**src/rtl/elevator_pkg.sv**
```systemverilog
// Shared types and constants for the elevator car controller and its display.
package elevator_pkg;

   localparam int FLOOR_W = 4;
   localparam int CNT_W   = 4;

   localparam logic [FLOOR_W-1:0] RESET_FLOOR = 4'd1;

   typedef enum logic [1:0] {
      ST_IDLE   = 2'd0,
      ST_MOVING = 2'd1,
      ST_DOOR   = 2'd2
   } state_t;

endpackage

```
**src/rtl/elevator_scheduler_if.sv**
```systemverilog
// Call-button / display side bus of the elevator controller.
interface elevator_scheduler_if #(
   parameter int NUM_FLOORS = 8
) ();
   import elevator_pkg::*;

   logic                  tick;
   logic [NUM_FLOORS-1:0] req;
   logic [FLOOR_W-1:0]    floor;
   logic [CNT_W-1:0]      countdown;
   logic [NUM_FLOORS-1:0] pending;
   logic                  dir_up;
   logic                  moving;
   logic                  door_open;

   // Stimulus side: drives tick and call buttons, observes car status.
   modport master (
      output tick, req,
      input  floor, countdown, pending, dir_up, moving, door_open
   );

   // Controller side.
   modport slave (
      input  tick, req,
      output floor, countdown, pending, dir_up, moving, door_open
   );
endinterface

```
**src/rtl/floor_request_scan.sv**
```systemverilog
// Splits the pending request vector into here / above / below the car.
module floor_request_scan
   import elevator_pkg::*;
#(
   parameter int NUM_FLOORS = 8
) (
   input  logic [NUM_FLOORS-1:0] pending,
   input  logic [FLOOR_W-1:0]    floor,
   output logic                  here,
   output logic                  above,
   output logic                  below
);

   // Bit i stands for floor i+1; compare each against the car position.
   always_comb begin
      here  = 1'b0;
      above = 1'b0;
      below = 1'b0;
      for (int i = 0; i < NUM_FLOORS; i++) begin
         if (i + 1 == int'(floor))     here  = here  | pending[i];
         else if (i + 1 > int'(floor)) above = above | pending[i];
         else                          below = below | pending[i];
      end
   end

endmodule

```
**src/rtl/elevator_scheduler.sv**
```systemverilog
// SCAN elevator car controller: latches calls, steps the car, times the door.
module elevator_scheduler
   import elevator_pkg::*;
#(
   parameter int NUM_FLOORS = 8,
   parameter int MOVE_TICKS = 2,
   parameter int DOOR_TIME  = 5
) (
   input  logic                 CLK,
   input  logic                 rst,
   elevator_scheduler_if.slave  bus
);

   localparam logic [FLOOR_W-1:0] TOP_FLOOR = FLOOR_W'(NUM_FLOORS);
   localparam logic [CNT_W-1:0]   MOVE_LD   = CNT_W'(MOVE_TICKS);
   localparam logic [CNT_W-1:0]   DOOR_LD   = CNT_W'(DOOR_TIME);

   state_t                state_q, state_d;
   logic [FLOOR_W-1:0]    floor_q, floor_d;
   logic [CNT_W-1:0]      cd_q, cd_d;
   logic [CNT_W-1:0]      move_cnt_q, move_cnt_d;
   logic [NUM_FLOORS-1:0] pending_q, pending_d;
   logic                  dir_q, dir_d;

   logic                  here, above, below;
   logic [NUM_FLOORS-1:0] cur_mask, nxt_mask, clr, latch;
   logic [FLOOR_W-1:0]    step_floor;
   logic                  reload, step_ok;

   floor_request_scan #(.NUM_FLOORS(NUM_FLOORS)) u_scan (
      .pending (pending_q),
      .floor   (floor_q),
      .here    (here),
      .above   (above),
      .below   (below)
   );

   // One-hot masks for the current floor and the floor the car would step to.
   always_comb begin
      step_floor = dir_q ? floor_q + FLOOR_W'(1) : floor_q - FLOOR_W'(1);
      step_ok    = dir_q ? (floor_q < TOP_FLOOR) : (floor_q > RESET_FLOOR);
      cur_mask   = NUM_FLOORS'(1) << (floor_q - FLOOR_W'(1));
      nxt_mask   = NUM_FLOORS'(1) << (step_floor - FLOOR_W'(1));
   end

   // Next-state logic: request latch, door extension and tick-driven SCAN steps.
   always_comb begin
      state_d    = state_q;
      floor_d    = floor_q;
      cd_d       = cd_q;
      move_cnt_d = move_cnt_q;
      dir_d      = dir_q;
      clr        = '0;

      // A call for the floor whose door is open extends the dwell instead of latching.
      reload = (state_q == ST_DOOR) && ((bus.req & cur_mask) != '0);
      latch  = (state_q == ST_DOOR) ? (bus.req & ~cur_mask) : bus.req;

      if (bus.tick) begin
         unique case (state_q)
            ST_IDLE: begin
               if (here) begin
                  state_d = ST_DOOR;
                  cd_d    = DOOR_LD;
                  clr     = cur_mask;
               end else if ((dir_q && above) || (!dir_q && below)) begin
                  state_d    = ST_MOVING;
                  move_cnt_d = MOVE_LD;
               end else if (above || below) begin
                  dir_d      = above;
                  state_d    = ST_MOVING;
                  move_cnt_d = MOVE_LD;
               end
            end
            ST_MOVING: begin
               if (move_cnt_q == CNT_W'(1)) begin
                  // Arrival and the stop decision happen on the same tick.
                  if (step_ok) floor_d = step_floor;
                  if (step_ok && (pending_q & nxt_mask) != '0) begin
                     state_d    = ST_DOOR;
                     cd_d       = DOOR_LD;
                     clr        = nxt_mask;
                     move_cnt_d = '0;
                  end else begin
                     move_cnt_d = MOVE_LD;
                  end
               end else begin
                  move_cnt_d = move_cnt_q - CNT_W'(1);
               end
            end
            ST_DOOR: begin
               if (cd_q == CNT_W'(1)) begin
                  cd_d    = '0;
                  state_d = ST_IDLE;
               end else begin
                  cd_d = cd_q - CNT_W'(1);
               end
            end
            default: state_d = ST_IDLE;
         endcase
      end

      // Reload beats the decrement and keeps the door open.
      if (reload) begin
         cd_d    = DOOR_LD;
         state_d = ST_DOOR;
      end

      // Clearing on door entry wins over a same-cycle call for that floor.
      pending_d = (pending_q | latch) & ~clr;
   end

   // Registered state, counters, floor and pending latch.
   always_ff @(posedge CLK or posedge rst) begin
      if (rst) begin
         state_q    <= ST_IDLE;
         floor_q    <= RESET_FLOOR;
         cd_q       <= '0;
         move_cnt_q <= '0;
         pending_q  <= '0;
         dir_q      <= 1'b1;
      end else begin
         state_q    <= state_d;
         floor_q    <= floor_d;
         cd_q       <= cd_d;
         move_cnt_q <= move_cnt_d;
         pending_q  <= pending_d;
         dir_q      <= dir_d;
      end
   end

   assign bus.floor     = floor_q;
   assign bus.countdown = cd_q;
   assign bus.pending   = pending_q;
   assign bus.dir_up    = dir_q;
   assign bus.moving    = (state_q == ST_MOVING);
   assign bus.door_open = (state_q == ST_DOOR);

   // The car must never be asked to step past either end of the shaft.
   a_no_overrun: assert property (@(posedge CLK) disable iff (rst)
      (bus.tick && state_q == ST_MOVING && move_cnt_q == CNT_W'(1)) |-> step_ok);

   a_floor_range: assert property (@(posedge CLK) disable iff (rst)
      (floor_q >= RESET_FLOOR && floor_q <= TOP_FLOOR));

endmodule

```
**src/flat_wrapper.sv**
```systemverilog
// flat-port wrapper written by rule: the top's interface ports become plain ports
module elevator_scheduler_flat import elevator_pkg::*;
#(
   parameter int NUM_FLOORS = 8,
   parameter int MOVE_TICKS = 2,
   parameter int DOOR_TIME  = 5
)
  (CLK, rst, bus_tick, bus_req, bus_floor, bus_countdown, bus_pending, bus_dir_up, bus_moving, bus_door_open);
  elevator_scheduler_if #(.NUM_FLOORS(NUM_FLOORS)) bus_i ();
  input  logic CLK;
  input  logic rst;
  input wire logic [$bits(bus_i.tick)-1:0] bus_tick;
  input wire logic [$bits(bus_i.req)-1:0] bus_req;
  output wire logic [$bits(bus_i.floor)-1:0] bus_floor;
  output wire logic [$bits(bus_i.countdown)-1:0] bus_countdown;
  output wire logic [$bits(bus_i.pending)-1:0] bus_pending;
  output wire logic [$bits(bus_i.dir_up)-1:0] bus_dir_up;
  output wire logic [$bits(bus_i.moving)-1:0] bus_moving;
  output wire logic [$bits(bus_i.door_open)-1:0] bus_door_open;
  assign bus_i.tick = bus_tick;
  assign bus_i.req = bus_req;
  assign bus_floor = bus_i.floor;
  assign bus_countdown = bus_i.countdown;
  assign bus_pending = bus_i.pending;
  assign bus_dir_up = bus_i.dir_up;
  assign bus_moving = bus_i.moving;
  assign bus_door_open = bus_i.door_open;
  elevator_scheduler #(.NUM_FLOORS(NUM_FLOORS), .MOVE_TICKS(MOVE_TICKS), .DOOR_TIME(DOOR_TIME)) u_core (.CLK(CLK), .rst(rst), .bus(bus_i));
endmodule
```
**config.mk**
```make
export PLATFORM = sky130hd
export DESIGN_NAME = elevator_scheduler_flat
export DESIGN_NICKNAME = d
export VERILOG_FILES = /design/src/rtl/elevator_pkg.sv /design/src/rtl/elevator_scheduler_if.sv /design/src/rtl/floor_request_scan.sv /design/src/rtl/elevator_scheduler.sv /design/src/flat_wrapper.sv
export SDC_FILE = /design/constraint.sdc
export NUM_CORES = 1
export LEC_CHECK = 0
export CAP_MARGIN = 20
export CORE_MARGIN = 2
export CORE_UTILIZATION = 30
export DETAILED_ROUTE_END_ITERATION = 12
export HOLD_SLACK_MARGIN = 0.08
export PLACE_DENSITY_LB_ADDON = 0.1
export SYNTH_ARGS = -nofsm -noshare
export SYNTH_HDL_FRONTEND = slang
export SYNTH_SLANG_ARGS = --single-unit
```
**constraint.sdc**
```tcl
create_clock -name CLK -period 3.6 [get_ports CLK]
set_input_delay 0.54 -clock CLK [delete_from_list [all_inputs] [get_ports CLK]]
set_output_delay 0.54 -clock CLK [all_outputs]
set_load 0.03 [all_outputs]
```
==> results.yml, run 1 <==
run_status:
  status: "completed"
routing:
  routed_wl_um: 6253
  avgViaCountPerCell: 5.331
  dr.pass1.iters: 5
  vias: 1935
  drc: 0
  ant_nets: 0
  wl_per_cell_um: 17.23
  drtIter0Drc: 132
setup_path:
  crit_end: "u_core.bus.countdown[1]"
  critPathKind: "register to register"
  r2r-start: "u_core.bus.floor[0]"
  regToRegEndpoint: "u_core.bus.countdown[1]"
  rrSetupSlack_ns: 0.30
  crit_path_end_kind: "register"
  worst_ep_required_time_ns: 3.77
  worstPathCellList: "inv_1 -> ha_1 -> ha_1 -> mux2_2 -> a222oi_1 -> a21boi_0 -> o21ai_0 -> a21oi_1 -> o22ai_4 -> mux2_4"
  path_max_fanout: 13
  worstSetupStartpointType: "register"
  crit_path_max_incr_delay_ns: 0.56
  crit_arrival_ns: 3.47
  crit_path_frequent_cell: "ha_1"
  critPathLaunch: "u_core.bus.floor[0]"
  reg2reg_depth: 10
  cp_slowest_cell: "ha_1"
timing:
  hold-worst-slack_ns: 0.5082
  maxSlewHeadroom_pct: 59.76
  slew_violations: 0
  rsz0062_at_grt: "false"
  worst_pin_slew_ns: 0.6017
  fin_crit_ns: 3.298
  finalSetupTns_ns: 0
  period_share_pct: 91.60
  skew_ns: 0.005980
  fmax_mhz: 303.3
  final-setup-viol-count: 0
  setup_ws_ns: 0.3025
  final_hold_viol_count: 0
global_route:
  grt_pass1_vias: 1879
  grt_overflow: 0
  grt_pass1_wl_um: 10250
  track_usage_pct: 17.43
  grt_start_max_net_pins: 24
  antenna_found_initial: 0
synthesis:
  synth_nets: 262
  synth_seq_area_share_pct: 27.39
  synth_cells: 239
  synth-edff-count: 0
  ys_ff_latch: 23
  async_reset_ff_share_pct: 100.0
  yosysTopAreaCell: "dfrtp_1"
  synth.distinct_cells: 66
  synth_ff_type: "dfrtp_1"
  ys_warn_count: 0
  postSynthAreaPerCell_um2: 8.832
  syn_area_um2: 2111
  synth_top_cell_area_share_pct: 24.90
  synth_area_leaders: "dfrtp_1, ha_1, a21oi_1, o21ai_0, inv_1"
place:
  port-buffer-count: 29
  hpwl_um: 4689
  post-place-ws_ns: 0.3020
  place_congestion: 0.8002
clock_network:
  cts_buffer_depth: 2
  ctsResizeCount: 0
  cts.sinks: 23
  clk_pin_slew_ns: 0.10
  htree_levels: 1
  postCtsSetupRepairBufs: 0
  ctsHoldBuffers: 0
  cts_tree: "done"
  cts_buffers: 3
  cts_root_buf: "clkbuf_8"
  clkLatencyLatePin_ns: 0.28
power_and_ir_drop:
  p_per_area_nw_per_um2: 750.9
  ir_worst_vdd_mv: 0.2559
  finalPower_mw: 1.918
  leakagePower_nw: 1.039
cells_and_area:
  antenna_cells: 0
  nNetsFinal: 291
  regArea_um2: 578.1
  syn2layout_area_growth_pct: 20.98
  drive_gt1_share_pct: 12.73
  multiInputGateArea_um2: 1394
  fin_util_pct: 37.59
  num-fill-cells: 701
die:
  core_area_um2: 6794
  io_pins: 30
  rows: 30
  die_width_um: 87.88
  die_h_um: 87.88
  dieArea_um2: 7723
  start_util_pct: 31.07
flow_run:
  max_cap_violations: 0
hold_path:
  hold_class: "register to register"
## through the flow
step | std cells | instance area (um^2)
finish | 363 | 2554
global route | 363 | 2554
CTS | 362 | 2526
detailed placement | 358 | 2480
global placement | 358 | 2480
floorplan | 239 | 2111
## cells by family after synthesis
logic type	Yosys count	share of synthesized area, %
fa+ha+maj	12	7.113
flops	23	27.39
buf+inv	27	6.579
mux	11	6.165
xor+xnor	6	2.845
compound gates	87	29.52
simple gates	73	20.39
## how the worst min path moves through the flow
stage,start,to,depth (start not counted)
final,u_core.move_cnt_q[3],u_core.move_cnt_q[3],1
after CTS,u_core.move_cnt_q[3],u_core.move_cnt_q[3],1
after detailed placement,u_core.move_cnt_q[3],u_core.move_cnt_q[3],1
after floorplan,u_core.move_cnt_q[3],u_core.move_cnt_q[3],1
after global routing,u_core.move_cnt_q[3],u_core.move_cnt_q[3],1
after global placement,u_core.move_cnt_q[3],u_core.move_cnt_q[3],1
## routing by layer
| layer | global-route usage, % | routed length (um) |
|---|---|---|
| met1 | 27.00 | 3178 |
| met2 | 25.76 | 2793 |
| met3 | 1.791 | 219 |
| met4 | 4.196 | 62 |
| met5 | 0 | 0 |
## synth_stat cells, drive strengths merged (3+ instances only)
| master | n |
|---|---|
| a211oi | 3 |
| a21boi | 5 |
| a21o | 6 |
| a21oi | 16 |
| a222oi | 3 |
| a22oi | 4 |
| a31oi | 6 |
| buf | 11 |
| dfrtp | 21 |
| ha | 12 |
| inv | 15 |
| mux2 | 7 |
| mux2i | 4 |
| nand2 | 15 |
| nand2b | 6 |
| nand3 | 5 |
| nand4 | 3 |
| nor2 | 11 |
| nor2b | 9 |
| nor3 | 8 |
| nor3b | 3 |
| o211ai | 4 |
| o21ai | 19 |
| o22ai | 3 |
| xnor2 | 6 |
## cell type report
class                   count  share of cell area, %
clock buffers               3                  1.617
clock inverters             1                 0.1960
inverters                  16                  2.352
multi-input cells         189                  54.58
flip-flops and latches     23                  22.64
well taps                  96                  4.704
repair buffers             35                  13.91
## worst max-delay path, delay by kind of cell (launching register included)
kind | cells | cell delay (ns)
compound gates | 5 | 0.97
fa+ha+maj | 2 | 0.85
mux | 2 | 0.71
flops | 1 | 0.54
buf+inv | 1 | 0.13
## cells in the final DEF (no fill, tap or decap), drive strengths merged, types with 3 or more instances in the layout
cell type and instances:
a211oi 3, a21boi 5, a21o 6, a21oi 16
a222oi 3, a22oi 4, a31oi 6, buf 6
clkbuf 3, clkdlybuf4s50 29, dfrtp 21, ha 12
inv 15, mux2 7, mux2i 4, nand2 15
nand2b 6, nand3 5, nand4 3, nor2 11
nor2b 9, nor3 8, nor3b 3, o211ai 4
o21ai 19, o22ai 3, xnor2 6
## sequential cells by signal, indices dropped and copies added, names as in the netlist
name / cells
u_core.state_q: 2
u_core.move_cnt_q: 4
u_core.bus.floor: 4
u_core.bus.countdown: 4
u_core.bus.dir_up: 1
u_core.bus.pending: 8
## power by group
| part | switching (mW) | internal (mW) |
|---|---|---|
| Sequential | 0.0847 | 0.322 |
| Clock | 0.0964 | 0.0777 |
| Combinational | 0.797 | 0.540 |
| Total | 0.978 | 0.940 |
Note: power is estimated with default switching activity, not from simulation.
==> inputs of run 2 (changes only) <==
--- a/config.mk
+++ b/config.mk
@@ -10,6 +10,7 @@
 export CORE_UTILIZATION = 30
 export DETAILED_ROUTE_END_ITERATION = 12
 export HOLD_SLACK_MARGIN = 0.08
+export MAX_ROUTING_LAYER = met4
 export PLACE_DENSITY_LB_ADDON = 0.1
 export SYNTH_ARGS = -nofsm -noshare
 export SYNTH_HDL_FRONTEND = slang
==> results.yml, run 2 (synthesized netlist as in run 1, its figures left out) <==
global_route:
  grt_use_met2_pct: 25.83
  track_usage_pct: 17.97
  antenna_found_initial: 0
  grtUsageMet3_pct: 1.697
  grt_overflow: 0
  met1_usage_pct: 27.00
  grt.busiest_layer: "met1"
  grt_start_max_net_pins: 24
  grt_pass1_wl_um: 10260
  grt_pass1_vias: 1878
power_and_ir_drop:
  finalPower_mw: 1.918
  pwr-share-comb_pct: 69.8
  seqPwrFrac_pct: 21.1
  clkPwrFrac_pct: 9.1
  internal-power_uw: 939.9
  p_per_area_nw_per_um2: 750.9
  ir_worst_vdd_mv: 0.2578
  leakagePower_nw: 1.039
  switching_share_pct: 50.99
  p_switching_uw: 977.7
timing:
  fmax_mhz: 303.8
  final-setup-viol-count: 0
  worst_pin_slew_ns: 0.6244
  rsz0062_at_grt: "false"
  period_share_pct: 91.44
  fin_crit_ns: 3.292
  maxSlewHeadroom_pct: 57.30
  final_hold_viol_count: 0
  slew_violations: 0
  finalSetupTns_ns: 0
  skew_ns: 0.005158
clock_network:
  clkLatencyLatePin_ns: 0.27
  cts_buffer_depth: 2
  ctsResizeCount: 0
  htree_levels: 1
  cts.sinks: 23
  clk_pin_slew_ns: 0.10
  cts_root_buf: "clkbuf_8"
  cts_buffers: 3
  postCtsSetupRepairBufs: 0
  cts_tree: "done"
  ctsHoldBuffers: 0
die:
  rows: 30
  die_h_um: 87.88
  io_pins: 30
  dieArea_um2: 7723
  die_width_um: 87.88
  start_util_pct: 31.07
  core_area_um2: 6794
routing:
  wl_per_cell_um: 17.21
  routed_wl_um: 6246
  avgViaCountPerCell: 5.375
  drtIter0Drc: 147
  ant_nets: 0
  dr.pass1.iters: 5
  drc: 0
  vias: 1951
hold_path:
  hold_class: "register to register"
  hp-start: "u_core.move_cnt_q[3]"
run_status:
  status: "completed"
cells_and_area:
  antenna_cells: 0
  layout_commonest_cell: "clkdlybuf4s50_1"
  syn2layout_area_growth_pct: 20.98
  num-fill-cells: 701
  final_cell_mix: "clkdlybuf4s50_1, dfrtp_1, a21oi_1"
  fin_util_pct: 37.59
  largest_reg_flops: 8
  nNetsFinal: 291
  drive_gt1_share_pct: 12.73
setup_path:
  path_max_fanout: 13
  worst_ep_required_time_ns: 3.77
  crit_arrival_ns: 3.46
  worstSetupStartpointType: "register"
  critPathLaunch: "u_core.bus.floor[0]"
  crit_path_end_kind: "register"
  r2r-start: "u_core.bus.floor[0]"
  critPathKind: "register to register"
flow_run:
  max_cap_violations: 0
place:
  port-buffer-count: 29
  place_congestion: 0.8118
  hpwl_um: 4689
## run 2: cell counts in the layout (fill, tap and decap cells not counted)
No cell type changed its count.
## run 2: critical path: stages (launching register included)
cell and delay, ns:
dfstp_2 0.54, inv_1 0.13, ha_1 0.28, ha_1 0.55, mux2_2 0.39, a222oi_1 0.21
a21boi_0 0.23, o21ai_0 0.19, a21oi_1 0.12, o22ai_4 0.23, mux2_4 0.32
## run 2: path summary, 6_finish.rpt
path                       depth (start not counted)                      end  slack (ns)
max reg2reg                                       10  u_core.bus.countdown[1]        0.31
max in group asynchronous                          3        u_core.bus.dir_up        2.48
min reg2reg                                        1     u_core.move_cnt_q[3]        0.51
min                                                1     u_core.move_cnt_q[3]        0.51
max                                               10  u_core.bus.countdown[1]        0.31
min in group asynchronous                          2    u_core.bus.pending[7]        0.59
## run 2: power groups by stage
stage                     Combinational (mW)  Clock, mW  Sequential, mW
after CTS                               1.33      0.179           0.407
after global placement                  1.33          0           0.410
after global routing                    1.47      0.193           0.420
after floorplan                        0.969          0           0.447
after detailed placement                1.33          0           0.411
final                                   1.34      0.174           0.405
## run 2: metal layers
layer	routed length, um	vias to the layer above	share of wire, %
met1	3233	946	52
met5	0	-	0
met4	65	0	1.0
met3	176	5	2.8
met2	2770	48	44
li1	-	952	-
## run 2: layout make-up
type / count / area (um^2) / share of cell area (%)
inverter: 16 / 60.06 / 2.352
sequential: 23 / 578.1 / 22.64
timing repair buffer: 35 / 355.3 / 13.91
multi-input combinational: 189 / 1394 / 54.58
clock inverter: 1 / 5.005 / 0.1960
tap: 96 / 120.1 / 4.704
clock buffer: 3 / 41.29 / 1.617
## run 2: metrics by stage
step | hold slack [ns] | cells | worst slack (ns) | instance area, um^2
6_report | 0.5083 | 363 | 0.3080 | 2554
3_5_place_dp | 0.4908 | 358 | 0.3020 | 2480
4_1_cts | 0.5126 | 362 | 0.2852 | 2526
2_1_floorplan | 0.4657 | 239 | 0.4987 | 2111
5_1_grt | 0.5393 | 363 | 0.03058 | 2554
3_3_place_gp | 0.4869 | 358 | 0.3763 | 2480
